## src/rtl/hzdu_pkg.sv

```systemverilog
// Shared types for the hazard detection / interlock unit.
package hzdu_pkg;

    localparam int REGNO_W = 5;

    typedef enum logic {
        HZDU_RUN     = 1'b0,
        HZDU_MEMWAIT = 1'b1
    } hzdu_state_e;

    function automatic logic src_hit(
        input logic               used,
        input logic [REGNO_W-1:0] src,
        input logic [REGNO_W-1:0] dst
    );
        return used && (src == dst);
    endfunction

endpackage

```

## src/rtl/hzdu_sat_cnt.sv

```systemverilog
// Saturating up-counter with synchronous clear.
module sat_cnt #(
    parameter int W = 32
) (
    input  logic         clk,
    input  logic         rst,
    input  logic         clr_i,
    input  logic         inc_i,
    output logic [W-1:0] cnt_o
);

    logic [W-1:0] cnt_q, cnt_d;

    always_comb begin
        cnt_d = cnt_q;
        if (clr_i)
            cnt_d = '0;
        else if (inc_i && (cnt_q != '1))
            cnt_d = cnt_q + W'(1);
    end

    always_ff @(posedge clk) begin
        if (rst)
            cnt_q <= '0;
        else
            cnt_q <= cnt_d;
    end

    assign cnt_o = cnt_q;

endmodule

```

## src/rtl/hzdu.sv

```systemverilog
// Load-use interlock and memory-wait freeze with bus timeout.
module hzdu
    import hzdu_pkg::*;
#(
    parameter int CNT_WIDTH   = 32,
    parameter int TMO_WIDTH   = 8,
    parameter int MEM_TIMEOUT = 255
) (
    input  logic                 clk,
    input  logic                 rst,
    input  logic                 p1_valid,
    input  logic [REGNO_W-1:0]   p1_rs,
    input  logic                 p1_rs_used,
    input  logic [REGNO_W-1:0]   p1_rt,
    input  logic                 p1_rt_used,
    input  logic                 p2_valid,
    input  logic                 p2_load,
    input  logic [REGNO_W-1:0]   p2_rd,
    input  logic                 p3_valid,
    input  logic                 p3_mem,
    input  logic                 dbus_rdy,
    input  logic                 stat_clr,
    output logic                 stall_p1,
    output logic                 bubble_p2,
    output logic                 stall_p3,
    output logic                 bus_tmo,
    output logic [CNT_WIDTH-1:0] stall_cnt
);

    hzdu_state_e          state_q, state_d;
    logic [TMO_WIDTH-1:0] tmo_q, tmo_d;
    logic                 bus_tmo_q, bus_tmo_d;
    logic                 mwait, tmo_hit, ldu;
    logic                 s3, s1, b2;

    always_comb begin
        mwait   = p3_valid & p3_mem & ~dbus_rdy;
        tmo_hit = (tmo_q == TMO_WIDTH'(MEM_TIMEOUT - 1));
        ldu     = p1_valid & p2_valid & p2_load & (p2_rd != '0)
                & (src_hit(p1_rs_used, p1_rs, p2_rd)
                 | src_hit(p1_rt_used, p1_rt, p2_rd));

        state_d   = state_q;
        tmo_d     = tmo_q;
        bus_tmo_d = 1'b0;
        s3        = 1'b0;

        unique case (state_q)
            HZDU_RUN: begin
                s3 = mwait;
                if (mwait) begin
                    state_d = HZDU_MEMWAIT;
                    tmo_d   = '0;
                end
            end
            HZDU_MEMWAIT: begin
                s3 = ~dbus_rdy & ~tmo_hit;
                if (dbus_rdy) begin
                    state_d = HZDU_RUN;
                end else if (tmo_hit) begin
                    state_d   = HZDU_RUN;
                    bus_tmo_d = 1'b1;
                end else begin
                    tmo_d = tmo_q + TMO_WIDTH'(1);
                end
            end
            default: state_d = HZDU_RUN;
        endcase

        // A memory freeze holds p2, so no bubble may be injected under it.
        s1 = ldu | s3;
        b2 = ldu & ~s3;

        if (rst) begin
            s3        = 1'b0;
            s1        = 1'b0;
            b2        = 1'b0;
            state_d   = HZDU_RUN;
            tmo_d     = '0;
            bus_tmo_d = 1'b0;
        end
    end

    always_ff @(posedge clk) begin
        if (rst) begin
            state_q   <= HZDU_RUN;
            tmo_q     <= '0;
            bus_tmo_q <= 1'b0;
        end else begin
            state_q   <= state_d;
            tmo_q     <= tmo_d;
            bus_tmo_q <= bus_tmo_d;
        end
    end

    sat_cnt #(
        .W (CNT_WIDTH)
    ) u_stall_cnt (
        .clk   (clk),
        .rst   (rst),
        .clr_i (stat_clr),
        .inc_i (s1),
        .cnt_o (stall_cnt)
    );

    assign stall_p1  = s1;
    assign bubble_p2 = b2;
    assign stall_p3  = s3;
    assign bus_tmo   = bus_tmo_q;

endmodule
```

## config.mk

```make
export PLATFORM = sky130hd
export DESIGN_NAME = hzdu
export DESIGN_NICKNAME = d
export VERILOG_FILES = /design/src/rtl/hzdu_pkg.sv /design/src/rtl/hzdu_sat_cnt.sv /design/src/rtl/hzdu.sv
export SDC_FILE = /design/constraint.sdc
export NUM_CORES = 1
export LEC_CHECK = 0
export CORE_AREA = 3 3 69 77
export CTS_CLUSTER_DIAMETER = 30
export DETAILED_ROUTE_END_ITERATION = 6
export DIE_AREA = 0 0 72 80
export GPL_TIMING_DRIVEN = 1
export PLACE_DENSITY = 0.9
export SLEW_MARGIN = 25
export SYNTH_ARGS = -nofsm -noshare
export SYNTH_HDL_FRONTEND = slang
export SYNTH_SLANG_ARGS = --single-unit
export TNS_END_PERCENT = 30
```

## constraint.sdc

```tcl
create_clock -name clk -period 3.76 [get_ports clk]
set_clock_uncertainty 0.1 [all_clocks]
set_input_delay 0.752 -clock clk [delete_from_list [all_inputs] [get_ports clk]]
set_output_delay 0.752 -clock clk [all_outputs]
set_load 0.01 [all_outputs]
```

==> Yosys cells after proc, flatten, opt, wreduce, memory -nomap -nowiden <==
Index checks and enable logic that the tools add are counted.
{ "totals": {"ff_bits": 42, "out_inout_bits": 36, "elab_cells": 47} }
{ "op_classes": {"add_sub_neg": 2, "n_eq_ne": 7, "mux": 13, "n_bitwise": 14, "reduce_logical": 7} }
{ "op_table": {"columns": ["operator", "count"], "rows": [
  ["$add 32x1->32 const B", 1],
  ["$ne 32x32->1 const B", 1],
  ["$mux 8", 3],
  ["$pmux 8 s2", 1],
  ["$eq 5x5->1", 2],
  ["$add 8x1->8 const B", 1],
  ["$and 1x1->1", 8],
  ["$eq 8x8->1 const B", 1],
  ["$mux 1", 7],
  ["$ne 2x2->1 const B", 3],
  ["$reduce_bool 5->1", 1],
  ["$not 1->1", 4],
  ["$pmux 1 s2", 2],
  ["$logic_and 1x1->1", 3],
  ["$reduce_and 3->1", 1],
  ["$reduce_or 3->1", 1],
  ["$or 1x1->1", 2],
  ["$reduce_or 2->1", 1]
]} }

==> Longest topological paths before layout <==
{ "logic_depth": {"ltp_word": 7, "mapped_depth": 9} }

==> By module <==
Synthesis repeated with hierarchy kept, for this count alone.
{ "unflattened": {"hier_cells": 273, "area_unflattened_um2": 2252.2} }
{ "by_module_without_submodules": {"columns": ["module", "instances", "cells_each", "area_per_inst_um2", "seq_area_each_um2"], "rows": [
  ["sat_cnt", 1, 198, 1620.3, 640.6],
  ["hzdu", 1, 75, 631.9, 200.2]
]} }

==> Worst setup path before layout <==
Ideal clock, no wire load.
{ "synth_timing": {"path_kind": "input to output", "from": "input port rst", "to": "output port stall_p1", "arrival_time_ns": 1.814, "setup_slack_ns": 1.094, "stages": 6, "path_buffers": 2, "cell_sequence": "buf_2 or2_1 a211oi_4 a21oi_1 buf_2 inv_1"} }
{ "synth_via": {"elab_chain_cells": 1} }
{ "synth_lines": {"columns": ["element", "line_no", "rtl"], "rows": [
  ["start: declaration", "hzdu.sv:10", "input logic rst,"],
  ["$mux 1", "hzdu.sv:74", "if (rst) begin"],
  ["end: declaration", "hzdu.sv:23", "output logic stall_p1,"]
]} }
Every way passes these cells.

==> Final worst setup path <==
{ "layout_timing": {"from": "input port p2_rd[2]", "to": "output port stall_p1"} }
{ "layout_via": {"elab_chain_cells": 6, "elab_cells_between_ends": 10, "classes_between": "2 x eq/ne; 1 x mux; 4 x bitwise; 3 x reduce/logical"} }
{ "layout_lines": {"columns": ["element", "line_no", "rtl"], "rows": [
  ["start: declaration", "hzdu.sv:18", "input logic [REGNO_W-1:0] p2_rd,"],
  ["$eq 5x5->1", "hzdu_pkg.sv:16", "return used && (src == dst);"],
  ["$logic_and 1x1->1", "hzdu_pkg.sv:16", null],
  ["$or 1x1->1", "hzdu.sv:41", "| src_hit(p1_rt_used, p1_rt, p2_rd));"],
  ["$and 1x1->1 (*)", "hzdu.sv:40", "& (src_hit(p1_rs_used, p1_rs, p2_rd)"],
  ["$or 1x1->1 (*)", "hzdu.sv:71", "s1 = ldu | s3;"],
  ["$mux 1 (*)", "hzdu.sv:74", null]
]} }
Every way passes the cells marked *; elsewhere a longest branch is shown, timed or not.

==> flow_metrics.py <==
metrics = {
    "setup_path": {
        "cp_top_family": "buffers and inverters",
        "start_kind": "input pin",
        "slowest_delay_ns": 0.56,
        "cp.arrival_ns": 2.63,
        "slowest_stage": "clkdlybuf4s50_1",
        "required_ns": 2.91,
        "cp-end-kind": "primary output",
        "cp_cell_sequence": "clkdlybuf4s50_1 > xnor2_1 > nand4_1 > o22ai_1 > buf_4 > a21oi_2 > inv_1 > clkdlybuf4s50_1",
        "cp_max_fo": 4,
        "cp_num_buf_inv": 4,
        "cpMostUsedCell": "clkdlybuf4s50_1",
        "path_class": "in2out",
    },
    "timing": {
        "setup_tns_ns": 0,
        "clock.fmax_ghz": 0.287,
        "rsz0062_at_grt": "no",
        "setup_viol": 0,
        "worst_pin_slew_ns": 0.786,
        "fin_crit_ns": 3.49,
        "hold_violations": 0,
        "relSlewSlack": 0.473,
        "holdWs_ns": 0.405,
        "fin_crit_sh": 0.927,
        "drv_slew": 0,
        "worst_slack_ns": 0.274,
    },
    "clock_network": {
        "cts_inserted_buffers": 5,
        "cts_resized": 0,
        "cts.clk_slew.worst_paths_ns": 0.07,
        "clock-sinks": 42,
        "root_buffer": "clkbuf_8",
        "clockBufferDepth": 2,
        "insertion_delay_ns": 0.29,
        "cts_tree": "yes",
        "cts_setup_buffers": 0,
        "holdBufCountCts": 0,
        "h-tree-depth": 2,
    },
    "yosys": {
        "netlist_instances": 283,
        "synth.area.top_cells": "dfxtp_1 36%, a21oi_1 5.9%, or4_1 5.4%",
        "yosysWarnings": 0,
        "syn-num-nets": 312,
        "yosysUniqueCellTypes": 46,
        "synth_area_mm2": 0.00236,
        "syn_avg_cell_area_um2": 8.34,
        "synth_top_cell_area_share": 0.356,
        "seq_area_frac_synth": 0.356,
        "yosys.area.top_type": "dfxtp_1",
        "ys_ff_latch": 42,
    },
    "place": {
        "dp_slack_ns": 0.277,
        "port_buffers": 61,
        "gp_congestion": 0.853,
        "dp_hpwl_um": 4490,
        "place_area_mm2": 0.00303,
    },
    "drt": {
        "post-route-drc-count": 0,
        "routed-via-count": 2502,
        "routed_wl_um": 6050,
        "via_per_inst": 6.24,
        "first_iter_violations": 170,
        "postRouteAntennaNets": 0,
        "wire_per_inst_um": 15.1,
        "dr.pass1.iters": 4,
    },
    "pwr": {
        "ir_worst_vdd_mv": 0.210,
        "total_power_mw": 0.797,
        "leakage_nw": 0.993,
        "power_density_mw_per_mm2": 256,
    },
    "outcome": {
        "status": "finished clean",
    },
    "finish": {
        "nets": 374,
        "n_fill_cell": 415,
        "design_area_mm2": 0.00311,
        "multi_input_comb_area_mm2": 0.00144,
        "area_growth_pct": 31.7,
        "drive_gt1_frac": 0.0696,
        "n_antenna_cell": 0,
        "regArea_um2": 841,
    },
    "global_route": {
        "grt.total_usage": 0.222,
        "grt_pass1_vias": 2479,
        "grt_overflow": 0,
        "grt_pass1_wl_um": 10500,
        "grt_max_degree": 40,
        "antenna_found_initial": 0,
    },
    "die": {
        "die_width_um": 72,
        "die_h_um": 80,
        "dieArea_mm2": 0.00576,
        "ioPinCount": 62,
        "core_mm2": 0.00465,
        "initial_utilization": 0.508,
        "rows": 26,
    },
    "worst_hold_path": {
        "worst_hold_path_type": "reg2reg",
    },
    "job": {
        "maxCapViolations": 0,
    },
}
==> layout make-up <==
type | instances | area share
Clock buffer | 5 | 0.0221
Clock inverter | 2 | 0.00322
Inverter | 6 | 0.00724
Multi-Input combinational cell | 223 | 0.464
Sequential cell | 42 | 0.270
Tap cell | 56 | 0.0225
Timing Repair Buffer | 67 | 0.211
==> registers in the layout, indices dropped and copies added, names as in the netlist <==
signal	flops
u_stall_cnt.cnt_o	32
state_q	1
tmo_q	8
bus_tmo	1
==> stage by stage <==
stage,cells,util
2_1_floorplan,283,-
3_3_place_gp,394,0.651
3_5_place_dp,394,0.651
4_1_cts,401,0.668
5_1_grt,401,0.668
6_report,401,0.668
==> layer usage <==
layer  routed length, um  vias up  track usage
li1                    -     1217            -
met1                2440     1173        0.260
met2                3030       95        0.381
met3                 434       17       0.0605
met4                 142        0       0.0921
met5                   0        -            0
==> layout by cell type, fill, tap and decap left out, drive strengths merged, types with 4 or more instances in the layout <==
cell type,count
and4,6
a21oi,28
buf,6
o21a,5
and3,9
dfxtp,42
xor2,4
xnor2,11
nand2,20
nand4,13
o31a,5
o21ai,8
or4,17
nand3,16
nor2,16
or3,10
clkdlybuf4s50,61
clkbuf,5
o31ai,14
nor4,10
inv,6
==> worst paths after layout <==
check	startpoint	cells past startpoint	end	slack, ns
worst max-delay path	p2_rd[2]	8	stall_p1	0.27
worst min-delay path	u_stall_cnt.cnt_o[15]	2	u_stall_cnt.cnt_o[15]	0.41
worst max register to register	tmo_q[0]	8	u_stall_cnt.cnt_o[31]	1.15
worst min register to register	u_stall_cnt.cnt_o[15]	2	u_stall_cnt.cnt_o[15]	0.41
==> tightest hold or removal path, cell delays in order (launching register included) <==
cell	delay, ns
dfxtp_1	0.34
o31ai_1	0.07
a21oi_1	0.06
==> power breakdown <==
part	total, mW	internal (mW)	switching (mW)	leakage, nW
registers	0.446	0.445	0.00110	0.338
clock network	0.278	0.125	0.153	0.0438
logic	0.0724	0.0402	0.0322	0.611
==> synthesized netlist by cell type, drive strengths merged <==
master,n
dfxtp,42
a21oi,28
nand2,20
or4,17
nand3,16
nor2,16
o31ai,14
nand4,13
xnor2,11
nor4,10
or3,10
and3,9
clkbuf,9
o21ai,8
and4,6
inv,6
o21a,5
o31a,5
xor2,4
a211oi,3
buf,3
ha,3
nor3,3
or2,3
a31o,2
a31oi,2
and2,2
mux2i,2
nand4b,2
o211ai,2
a21bo,1
nand3b,1
nor4b,1
o2111ai,1
o211a,1
o21bai,1
o22ai,1
==> cell families after synthesis <==
logic type	share of synthesized area
AOI/OAI and AO/OA	0.207
xor gates and xnor gates	0.0556
adders and majority gates	0.0159
buffers and inverters	0.0350
DFF	0.356
muxes	0.00848
and+or+nand+nor	0.322
(Power assumes the default switching activity.)
